$ cat src/rtl/seq_det_arbiter.sv
`default_nettype none
// ============================================================================
// Module   : seq_det_arbiter
// Function : Shares one serial sequence detector among N_REQ requesters.
//            Each granted frame is streamed into det_w, and the det_z hits
//            are counted and returned to the winner.
// Option   : SEQ_ARB_FIXED_PRIO_EN selects fixed priority (requester 0 highest)
// Revision : 1.0  initial release
// ============================================================================
module seq_det_arbiter #(
  parameter int N_REQ     = 4,
  parameter int FRAME_LEN = 8,
  parameter int CNT_W     = 4
) (
  input  logic             clk,
  input  logic             rst_n,
  input  logic [N_REQ-1:0] req_i,
  input  logic [N_REQ-1:0] bit_in_i,
  input  logic             det_z_i,
  output logic             det_w_o,
  output logic             det_clr_o,
  output logic [N_REQ-1:0] gnt_o,
  output logic             streaming_o,
  output logic             done_o,
  output logic             abort_o,
  output logic [2:0]       done_id_o,
  output logic [CNT_W-1:0] hit_cnt_o
);

  localparam logic [2:0]       S_IDLE     = 3'd0;
  localparam logic [2:0]       S_CLR      = 3'd1;
  localparam logic [2:0]       S_STREAM   = 3'd2;
  localparam logic [2:0]       S_DRAIN    = 3'd3;
  localparam logic [2:0]       S_DONE     = 3'd4;
  localparam logic [7:0]       C_LAST_BIT = 8'(FRAME_LEN - 1);
  localparam logic [2:0]       C_LAST_REQ = 3'(N_REQ - 1);
  localparam logic [CNT_W-1:0] C_CNT_MAX  = {CNT_W{1'b1}};
  localparam logic [N_REQ-1:0] C_ONE      = N_REQ'(1);

  logic [2:0]       state_q, state_d;
  logic [2:0]       win_q;
  logic [N_REQ-1:0] gnt_q;
  logic [7:0]       bit_idx_q;
  logic [CNT_W-1:0] cnt_q, cnt_d;
  logic [CNT_W-1:0] hit_cnt_q;
  logic [2:0]       done_id_q;
  logic             aborted_q;

  logic [7:0]       w_req_pad;
  logic [7:0]       w_bit_pad;
  logic             w_any_req;
  logic             w_win_req;
  logic             w_sample;
  logic             w_enter_done;
  logic [2:0]       w_pick;

  assign w_req_pad    = 8'(req_i);
  assign w_bit_pad    = 8'(bit_in_i);
  assign w_any_req    = |req_i;
  assign w_win_req    = w_req_pad[win_q];
  assign w_enter_done = (state_d == S_DONE);

  // z lags w by one clock, so the first STREAM cycle carries no result
  assign w_sample = ((state_q == S_STREAM) && (bit_idx_q != 8'd0)) ||
                    (state_q == S_DRAIN);
  assign cnt_d    = (w_sample && det_z_i && (cnt_q != C_CNT_MAX)) ?
                    cnt_q + {{(CNT_W-1){1'b0}}, 1'b1} : cnt_q;

`ifdef SEQ_ARB_FIXED_PRIO_EN
  always_comb begin
    w_pick = '0;
    for (int i = N_REQ - 1; i >= 0; i--) begin
      if (req_i[i]) w_pick = 3'(i);
    end
  end
`else
  logic [2:0] rr_ptr_q;
  logic [3:0] w_cand;
  logic       w_found;

  always_comb begin
    w_pick  = '0;
    w_found = 1'b0;
    w_cand  = '0;
    for (int i = 0; i < N_REQ; i++) begin
      w_cand = {1'b0, rr_ptr_q} + 4'(i);
      if (w_cand >= 4'(N_REQ)) w_cand = w_cand - 4'(N_REQ);
      if (!w_found && w_req_pad[w_cand[2:0]]) begin
        w_pick  = w_cand[2:0];
        w_found = 1'b1;
      end
    end
  end

  always_ff @(posedge clk or negedge rst_n) begin
    if (!rst_n)            rr_ptr_q <= '0;
    else if (w_enter_done) rr_ptr_q <= (win_q == C_LAST_REQ) ? 3'd0 : win_q + 3'd1;
  end
`endif

  always_ff @(posedge clk or negedge rst_n) begin
    if (!rst_n) state_q <= S_IDLE;
    else        state_q <= state_d;
  end

  always_comb begin
    state_d = state_q;
    case (state_q)
      S_IDLE:   if (w_any_req) state_d = S_CLR;
      S_CLR:    state_d = w_win_req ? S_STREAM : S_DONE;
      S_STREAM: begin
        if (!w_win_req)                   state_d = S_DONE;
        else if (bit_idx_q == C_LAST_BIT) state_d = S_DRAIN;
      end
      S_DRAIN:  state_d = S_DONE;
      S_DONE:   state_d = S_IDLE;
      default:  state_d = S_IDLE;
    endcase
  end

  always_comb begin
    det_w_o     = 1'b0;
    det_clr_o   = 1'b0;
    streaming_o = 1'b0;
    done_o      = 1'b0;
    abort_o     = 1'b0;
    case (state_q)
      S_CLR:    det_clr_o = 1'b1;
      S_STREAM: begin
        det_w_o     = w_bit_pad[win_q];
        streaming_o = 1'b1;
      end
      S_DONE:   begin
        done_o  = !aborted_q;
        abort_o = aborted_q;
      end
      default:  ;
    endcase
  end

  always_ff @(posedge clk or negedge rst_n) begin
    if (!rst_n) begin
      win_q     <= '0;
      gnt_q     <= '0;
      bit_idx_q <= '0;
      cnt_q     <= '0;
      hit_cnt_q <= '0;
      done_id_q <= '0;
      aborted_q <= 1'b0;
    end else begin
      case (state_q)
        S_IDLE:   if (w_any_req) begin
          win_q <= w_pick;
          gnt_q <= C_ONE << w_pick;
        end
        S_CLR:    begin
          cnt_q     <= '0;
          bit_idx_q <= '0;
        end
        S_STREAM: begin
          cnt_q <= cnt_d;
          if (bit_idx_q != C_LAST_BIT) bit_idx_q <= bit_idx_q + 8'd1;
        end
        S_DRAIN:  cnt_q <= cnt_d;
        default:  ;
      endcase
      // a dropped request (from CLR, STREAM or DRAIN) reports abort with a zero count
      if (w_enter_done) begin
        gnt_q     <= '0;
        done_id_q <= win_q;
        aborted_q <= !w_win_req;
        hit_cnt_q <= w_win_req ? cnt_d : '0;
      end
    end
  end

  assign gnt_o     = gnt_q;
  assign done_id_o = done_id_q;
  assign hit_cnt_o = hit_cnt_q;

endmodule
`default_nettype wire
$ cat config.mk
export PLATFORM = sky130hd
export DESIGN_NAME = seq_det_arbiter
export DESIGN_NICKNAME = d
export VERILOG_FILES = /design/src/rtl/seq_det_arbiter.sv
export SDC_FILE = /design/constraint.sdc
export NUM_CORES = 1
export LEC_CHECK = 0
export BUFFER_PORTS_ARGS = -buffer_cell sky130_fd_sc_hd__buf_2
export CORE_ASPECT_RATIO = 1.25
export CORE_UTILIZATION = 45
export CTS_CLUSTER_SIZE = 24
export DETAILED_ROUTE_END_ITERATION = 7
export MAX_ROUTING_LAYER = met4
export PLACE_DENSITY_LB_ADDON = 0.08
export SETUP_SLACK_MARGIN = 0.4
export SYNTH_ARGS = -nofsm -noshare
export SYNTH_HDL_FRONTEND = slang
export SYNTH_SLANG_ARGS = --single-unit
export TNS_END_PERCENT = 50
$ cat constraint.sdc
create_clock -name clk -period 3.29 [get_ports clk]
set_input_delay 0.1645 -clock clk [delete_from_list [all_inputs] [get_ports clk]]
set_output_delay 0.1645 -clock clk [all_outputs]
set_load 0.005 [all_outputs]
After elaboration in Yosys (flattened, before gate mapping)
Cells that the tools add are included.
{"block": "classes", "addsub": 10, "n_lt_le_gt_ge": 9, "eq_ne": 10, "shifts": 1, "muxes": 42, "n_reduce_logical": 23}
{"op": "two-way mux 3 bit", "n": 13}
{"op": "< comparator 3 x 4 -> 1 bit, second input constant", "n": 5}
{"op": "two-way mux 4 bit", "n": 5}
{"op": "binary-select mux 1 bit (select 3 bit)", "n": 6}
{"op": "one-hot mux 8 bit (2 select lines)", "n": 1}
{"op": "two-way mux 1 bit", "n": 14}
{"op": ">= comparator 4 x 3 -> 1 bit, second input constant", "n": 3}
{"op": "one-hot mux 3 bit (4 select lines)", "n": 1}
{"op": "subtractor 3 bit, second input constant", "n": 4}
{"op": "equality test 3 x 2 -> 1 bit, second input constant", "n": 3}
{"op": "adder 3 x 2 -> 4 bit, second input constant", "n": 2}
{"op": "adder 8 x 1 -> 8 bit, second input constant", "n": 1}
{"op": "equality test 8 x 3 -> 1 bit, second input constant", "n": 1}
{"op": "two-way mux 8 bit", "n": 1}
{"op": "!= test 8 x 3 -> 1 bit, second input constant", "n": 1}
{"op": "one-hot mux 4 bit (2 select lines)", "n": 1}
{"op": "nonzero test 2 bit", "n": 4}
{"op": "nonzero test 8 bit", "n": 1}
{"op": "equality test 3 bit, second input constant", "n": 2}
{"op": "logical AND 1 bit", "n": 6}
{"op": "AND reduction 2 bit", "n": 3}
{"op": "zero test 1 bit", "n": 5}
{"op": "adder 3 x 1 -> 4 bit, second input constant", "n": 1}
{"op": "adder 4 x 1 -> 4 bit, second input constant", "n": 1}
{"op": "10 further kinds", "n": 10}
{"block": "word_totals", "regBits": 33, "inputBits": 11, "out_inout_bits": 16}

Depth between registers and ports, before layout
Gate-level depths: netlist (run 1).
{"block": "depth", "depth_word": 18, "mapped_depth": 9, "mapped_depth_nobuf": 8}

Worst setup path before layout (run 1)
Ideal clock, no wire load.
{"block": "synth_timing", "path_type": "reg2reg", "startpoint": "reg rr_ptr_q[1]", "endpoint": "reg win_q[1]", "setup_ns": 0.125, "t_arrival_ns": 2.474, "path_slack_ns": 0.691, "path_stages_with_launch": 10, "n_path_buf": 1, "synth_period_minus_slack_ns": 2.599, "path_cell_list": "dfrtp_1 > buf_4 > inv_1 > ha_1 > mux4_2 > a2111oi_4 > o221ai_2 > nor3_2 > a21oi_2 > mux2_2"}
{"block": "synth_between", "elab_chain_len": 14, "elab_cells_between_ends": 36}
{"item": "start: declaration", "line_no": "77", "rtl": "logic [2:0] rr_ptr_q;"}
{"item": "start signal: assignment", "line_no": "97", "rtl": "else if (w_enter_done) rr_ptr_q <= (win_q == C_LAST_REQ) ? 3'd0 : win_q + 3'd1;"}
{"item": "parallel branches: the longest is 13 deep, another holds adder 3 x 1 -> 4 bit"}
{"item": "two-way mux 3 bit *", "line_no": "88", "rtl": "if (!w_found && w_req_pad[w_cand[2:0]]) begin"}
{"item": "end signal: assignment", "line_no": "153", "rtl": "win_q <= w_pick;"}
{"item": "end: declaration", "line_no": "41", "rtl": "logic [2:0] win_q;"}
Every way passes the cells marked *. The select of a mux whose other input is x is not followed.
A chain may end at the register's enable or synchronous reset.

Worst setup path after layout (run 1)
{"block": "layout_timing", "startpoint": "reg rr_ptr_q[0]", "endpoint": "reg gnt_q[2], in the netlist gnt_o[2]"}
{"block": "layout_between", "elab_chain_len": 18, "elab_cells_between_ends": 40}
{"item": "parallel branches: the longest is 13 deep, another holds adder 3 x 1 -> 4 bit"}
{"item": "two-way mux 3 bit *", "line_no": "88"}
{"item": "left shift 1 x 3 -> 4 bit *", "line_no": "154", "rtl": "gnt_q <= C_ONE << w_pick;"}
{"item": "two-way mux 4 bit *", "line_no": "152", "rtl": "S_IDLE: if (w_any_req) begin"}
{"item": "two-way mux 4 bit *", "line_no": "151", "rtl": "case (state_q)"}
{"item": "two-way mux 4 bit *", "line_no": "168", "rtl": "if (w_enter_done) begin"}
{"item": "end signal: assignment", "line_no": "154"}
{"item": "end: declaration", "line_no": "42", "rtl": "logic [N_REQ-1:0] gnt_q;"}
Marked as above.

==> summary.txt, run 1 <==
Status: finished clean
# setup viols final: 0
Clock Latency Late Sink: 0.28 ns
Number of H-tree levels: 2
Max FO, Critical Path: 5
Die Span X: 60.8 um
Final hold viol count: 0
Post-synth EDFFs: 0
Vias in the first global route: 1516
Largest net degree at the start of global routing: 34
Pwr per Cell Area: 775 nW/um2
I/O Pins: 27
Port bufs: 26
CORE AREA: 4100 um2
Routed len/inst: 14.2 um
Synthesized area: 1940 um2
Post-CTS Setup Inserts: 0
N_diodes: 0
Top_reg_cell synth: dfrtp_1
Gr usage total: 20.4%
RSZ-0062 raised after global routing: no
Post-Route Setup TNS: 0 ns
Clock Skew: 0.00499 ns
Critical Path End Type: flop
Slowest cell on crit path: mux4_2
Tcrit/Tclk final: 77.2%
Cell count after synthesis: 194
DRT antenna net count: 0
# hold bufs at CTS: 1
CTS Root Cell: clkbuf_8
Max stage delay on crit path: 0.58 ns
Avg Vias per Cell: 5.51
Register area share after synthesis: 42.5%
Reg clk slew, reported paths: 0.07 ns
Critical path class: flop to flop
Initial Util: 47.4%
DRC Markers: 0
GPL Wtd Cong: 0.800
Share of layout cells above drive strength 1: 22.5%
Dpl hpwl: 2990 um
Final #Nets: 238
CTS tree: built
Leak pwr: 1.03 nW
Initial antenna violation count: 0
DR iter-0 viols: 119
Worst path bufs/invs: 1
Mapped Avg Cell Area: 10.0 um2
Post-synth ARST share: 100%
Kind of cell adding the most delay to the critical path: compound AO/OA/AOI/OAI gates
Max-cap violations: 0
CTS max path bufs: 2
Final min period: 2.54 ns
Final slew viol count: 0
Die area: 4580 um2
Vias: 1532
Tightest Hold Check Type: primary input to flop
Worst endpoint required time: 3.46 ns
Maximum VDD drop: 361 uV
# rows: 26
Syn nets: 211
Slew margin rel.: 50.6%
CP arrival: 2.71 ns
Peak Freq: 394 MHz
CTS buffer count: 5
First-pass GRT wire length: 6670 um
Pre-antenna DRT Iters: 4
Slew @ Worst Pin: 0.741 ns
Clock Sink Count: 33
DP Area: 2110 um2
Cell Chain, Critical Path: inv_1, ha_1, mux4_2, a2111oi_4, o221ai_2, nor3_2, a21oi_2, a32o_2
#FFs+latches synth: 33
Layout area overhead: 13.3%
DIE HEIGHT: 75.4 um
Post-cts resize count: 0
Reg2Reg Setup Slack: 0.75 ns
Non-Filler Cell Area, Final: 2200 um2
Synth Warn #: 0
Worst setup SP type: flop
GRT overflow: 0
Routed WL: 3960 um
Netlist cell types: 48
Total Power: 1.70 mW
-- area by class of cell --
cell class,count,area (um2)
flip-flops and latches,33,826
clock buffers,6,72.6
clock inverters,2,10.0
inverters,8,30.0
fillers,410,1900
multi-input cells,144,1040
well taps,56,70.1
repair buffers,29,155
-- sequential cells by signal, indices dropped and copies added, names as in the netlist --
| name | count |
|---|---|
| aborted_q | 1 |
| state_q | 3 |
| hit_cnt_o | 4 |
| rr_ptr_q | 3 |
| cnt_q | 4 |
| done_id_o | 3 |
| win_q | 3 |
| gnt_o | 4 |
| bit_idx_q | 8 |
-- cells in the final DEF, fill, tap and decap left out, types with 3 or more instances in the layout --
cell type  synthesis  layout
nand3_1            8       8
nor3_1             4       4
mux2i_1            5       5
inv_1              8       8
mux2_2             6       6
ha_1               6       6
o31ai_1            7       7
dfrtp_1           33      33
buf_2              4      26
xnor2_1            3       3
nor2_1            14      14
xor2_1             5       5
nor2b_1            4       4
o21ai_0           15      15
nand4_1            3       3
nand2_1           23      23
and3_1             3       3
clkbuf_8           0       5
-- metrics by stage --
| stage | hold slack [ns] | std cells | setup WS (ns) | util, % |
|---|---|---|---|---|
| after global routing | 0.491 | 278 | 0.602 | 53.7 |
| final | 0.458 | 278 | 0.749 | 53.7 |
| after global placement | 0.253 | 269 | 0.806 | 51.4 |
| after floorplan | -0.131 | 194 | 0.691 | - |
| after detailed placement | 0.281 | 269 | 0.764 | 51.4 |
| after CTS | 0.464 | 278 | 0.730 | 53.7 |
-- cell usage after synthesis, types with 4 or more instances --
| cell | number | area [um2] |
|---|---|---|
| nor2_1 | 14 | 52.6 |
| nand2_1 | 23 | 86.3 |
| nor3_1 | 4 | 20.0 |
| nor2b_1 | 4 | 25.0 |
| nand3_1 | 8 | 40.0 |
| inv_1 | 8 | 30.0 |
| dfrtp_1 | 33 | 826 |
| o31ai_1 | 7 | 52.6 |
| mux2i_1 | 5 | 50.1 |
| mux2_2 | 6 | 67.6 |
| xor2_1 | 5 | 43.8 |
| o21ai_0 | 15 | 75.1 |
| buf_2 | 4 | 20.0 |
| ha_1 | 6 | 75.1 |
-- report_power, final --
part / internal, mW / total [mW] / switching (mW)
Sequential: 0.498 / 0.597 / 0.0996
Clock: 0.146 / 0.289 / 0.142
Combinational: 0.356 / 0.819 / 0.462
Total: 1.00 / 1.70 / 0.704
-- metal layers --
metal,part of all wire (%),vias to the layer above,track usage [%]
met5,0,-,-
met4,1.6,0,9.09
met3,3.1,6,3.90
met2,54,35,35.5
met1,42,738,22.2
li1,-,753,-
-- final timing paths --
| kind | cells past startpoint | from | end |
|---|---|---|---|
| max | 8 | rr_ptr_q[0] | gnt_o[2] |
| min | 5 | det_z_i | hit_cnt_o[0] |
| max reg2reg | 8 | rr_ptr_q[0] | gnt_o[2] |
| min reg2reg | 2 | gnt_o[0] | gnt_o[0] |
| max in group asynchronous | 2 | rst_n | hit_cnt_o[3] |
| min in group asynchronous | 2 | rst_n | bit_idx_q[4] |
-- worst reg2reg max path, stage by stage, from the launching register on --
cell and delay (ns):
dfrtp_1 0.35, inv_1 0.09, ha_1 0.38, mux4_2 0.58
a2111oi_4 0.30, o221ai_2 0.16, nor3_2 0.20, a21oi_2 0.08
a32o_2 0.28
-- kinds of logic (layout without fill, tap and decap cells) --
group,Yosys count,in the layout,share of synthesized area [%]
buf+inv,17,45,4.12
mux,15,15,11.1
simple gates,75,75,19.7
xor+xnor,8,8,3.61
flops,33,33,42.5
compound gates,39,39,14.6
fa+ha+maj,7,7,4.38
No activity file was read; power rests on OpenSTA's default activity.
==> inputs of run 2 (changes only) <==
- clock period: 3.29 -> 2.3 ns (I/O delays scaled with it)
==> summary.txt, run 2 (synthesis gave the netlist of run 1 again) <==
Status: finished, violations left
Failing checks: negative setup slack
Max FO, Critical Path: 5
Routed WL: 4440 um
Clk pwr share: 15.2%
CTS buffer count: 5
Slowest cell on crit path: mux4_2
DRT antenna net count: 0
Worst r2r src: rr_ptr_q[1]
Clock Sink Count: 33
CP startpoint: rr_ptr_q[1]
Max-cap violations: 0
DR iter-0 viols: 141
GPL Wtd Cong: 0.835
Die area: 4580 um2
N_diodes: 0
Cell internal pwr: 1.70 mW
Sw frac: 40.7%
Max FFs per register: 8
Final #Nets: 255
Die Span X: 60.8 um
Avg Vias per Cell: 5.59
I/O Pins: 27
Most frequent cells in the layout: 33 x dfrtp_1, 26 x buf_2, 22 x nand2_1
Placed Instances: 275
Slew margin rel.: 51.1%
Leak pwr: 1.12 nW
Fin util: 59.8%
Final slew viol count: 0
Most common cell after layout, fill and taps aside: dfrtp_1
# setup viols final: 1
Worst setup SP type: flop
Vias in the first global route: 1560
First-pass GRT wire length: 7010 um
Net switching power figure: 1.17 mW
GRT overflow: 0
Routed len/inst: 15.1 um
Clock Latency Late Sink: 0.28 ns
Port bufs: 26
Setup ws final: -0.00670 ns
Final min period: 2.31 ns
Post-Route Setup TNS: -0.00670 ns
DRC Markers: 0
CTS max path bufs: 2
Hold_ws: 0.433 ns
DIE HEIGHT: 75.4 um
Final hold viol count: 0
Sequential power share: 29.4%
CTS tree: built
CTS Root Cell: clkbuf_8
Initial Util: 47.4%
Dpl ws: -0.0327 ns
CORE AREA: 4100 um2
CP arrival: 2.47 ns
Non-Filler Cell Area, Final: 2450 um2
Total Power: 2.87 mW
Critical Path End Type: flop
Initial antenna violation count: 0
RSZ-0062 raised after global routing: yes
Layout area overhead: 26.3%
Maximum VDD drop: 664 uV
Tightest Hold Check Type: primary input to async pin
Pre-antenna DRT Iters: 4
Pwr per Cell Area: 1170 nW/um2
Max stage delay on crit path: 0.54 ns
Gr usage total: 21.4%
Non-Filler Instances: 294
Share of layout cells above drive strength 1: 36.6%
Largest net degree at the start of global routing: 34
# rows: 26
Dpl hpwl: 3130 um
Number of H-tree levels: 2
Vias: 1642
Reg clk slew, reported paths: 0.07 ns
Worst endpoint required time: 2.46 ns
Critical path class: flop to flop
Combinational Power Share: 55.4%
Tcrit/Tclk final: 100%
Slew @ Worst Pin: 0.734 ns
DP Area: 2170 um2
Peak Freq: 434 MHz
Cell Chain, Critical Path: inv_4, ha_4, mux4_2, a2111oi_4, o221ai_2, nor3_2, a21oi_4, mux2_4
Reg with most FFs: bit_idx_q
Clock Skew: 0.00334 ns
## run 2: worst paths after layout
check	to	cells after the start	slack, ns
max	win_q[1]	8	-0.007
min	gnt_o[0]	2	0.43
max reg2reg	win_q[1]	8	-0.007
min reg2reg	gnt_o[0]	2	0.48
max in group asynchronous	rr_ptr_q[0]	2	1.40
min in group clk	cnt_q[2]	6	0.48
## run 2: cell type report
cell class	count	area (um2)
timing repair buffer	46	287
inverter	8	32.5
clock buffer	7	86.3
tap	56	70.1
sequential	33	826
multi-input combinational	144	1150
fill	363	1650
## run 2: metal layers
layer,routed length [um],part of all wire (%),track usage (%),up-vias
met4,79,1.8,8.59,0
met5,0,0,-,-
li1,-,-,-,790
met1,1820,41,23.4,800
met3,146,3.3,4.24,10
met2,2400,54,37.7,42
## run 2: power groups by stage
stage,Combinational [mW],Clock (mW),Sequential [mW]
detailed placement,1.32,0,0.847
finish,1.59,0.436,0.845
global route,1.74,0.479,0.868
global placement,1.28,0,0.840
CTS,1.50,0.454,0.839
floorplan,1.00,0,0.812
## run 2: worst max-delay path: cells and delay by family, from the launching register on
family                   cells  cell delay (ns)
AO/OA/AOI/OAI                3             0.46
adder cells (fa/ha/maj)      1             0.27
buffers and inverters        1             0.05
flip-flops                   1             0.39
multiplexers                 2             0.82
AND/OR/NAND/NOR              1             0.19
## run 2: what timing repair did
| action | CTS | global route |
|---|---|---|
| hold buffers | 1 | 0 |
| resized for setup | 16 | 10 |
| setup buffers | 4 | 7 |
| endpoints found under the setup margin | 27 | 21 |
| endpoints found under the hold margin | 33 | 0 |
| pin swaps | 4 | 17 |
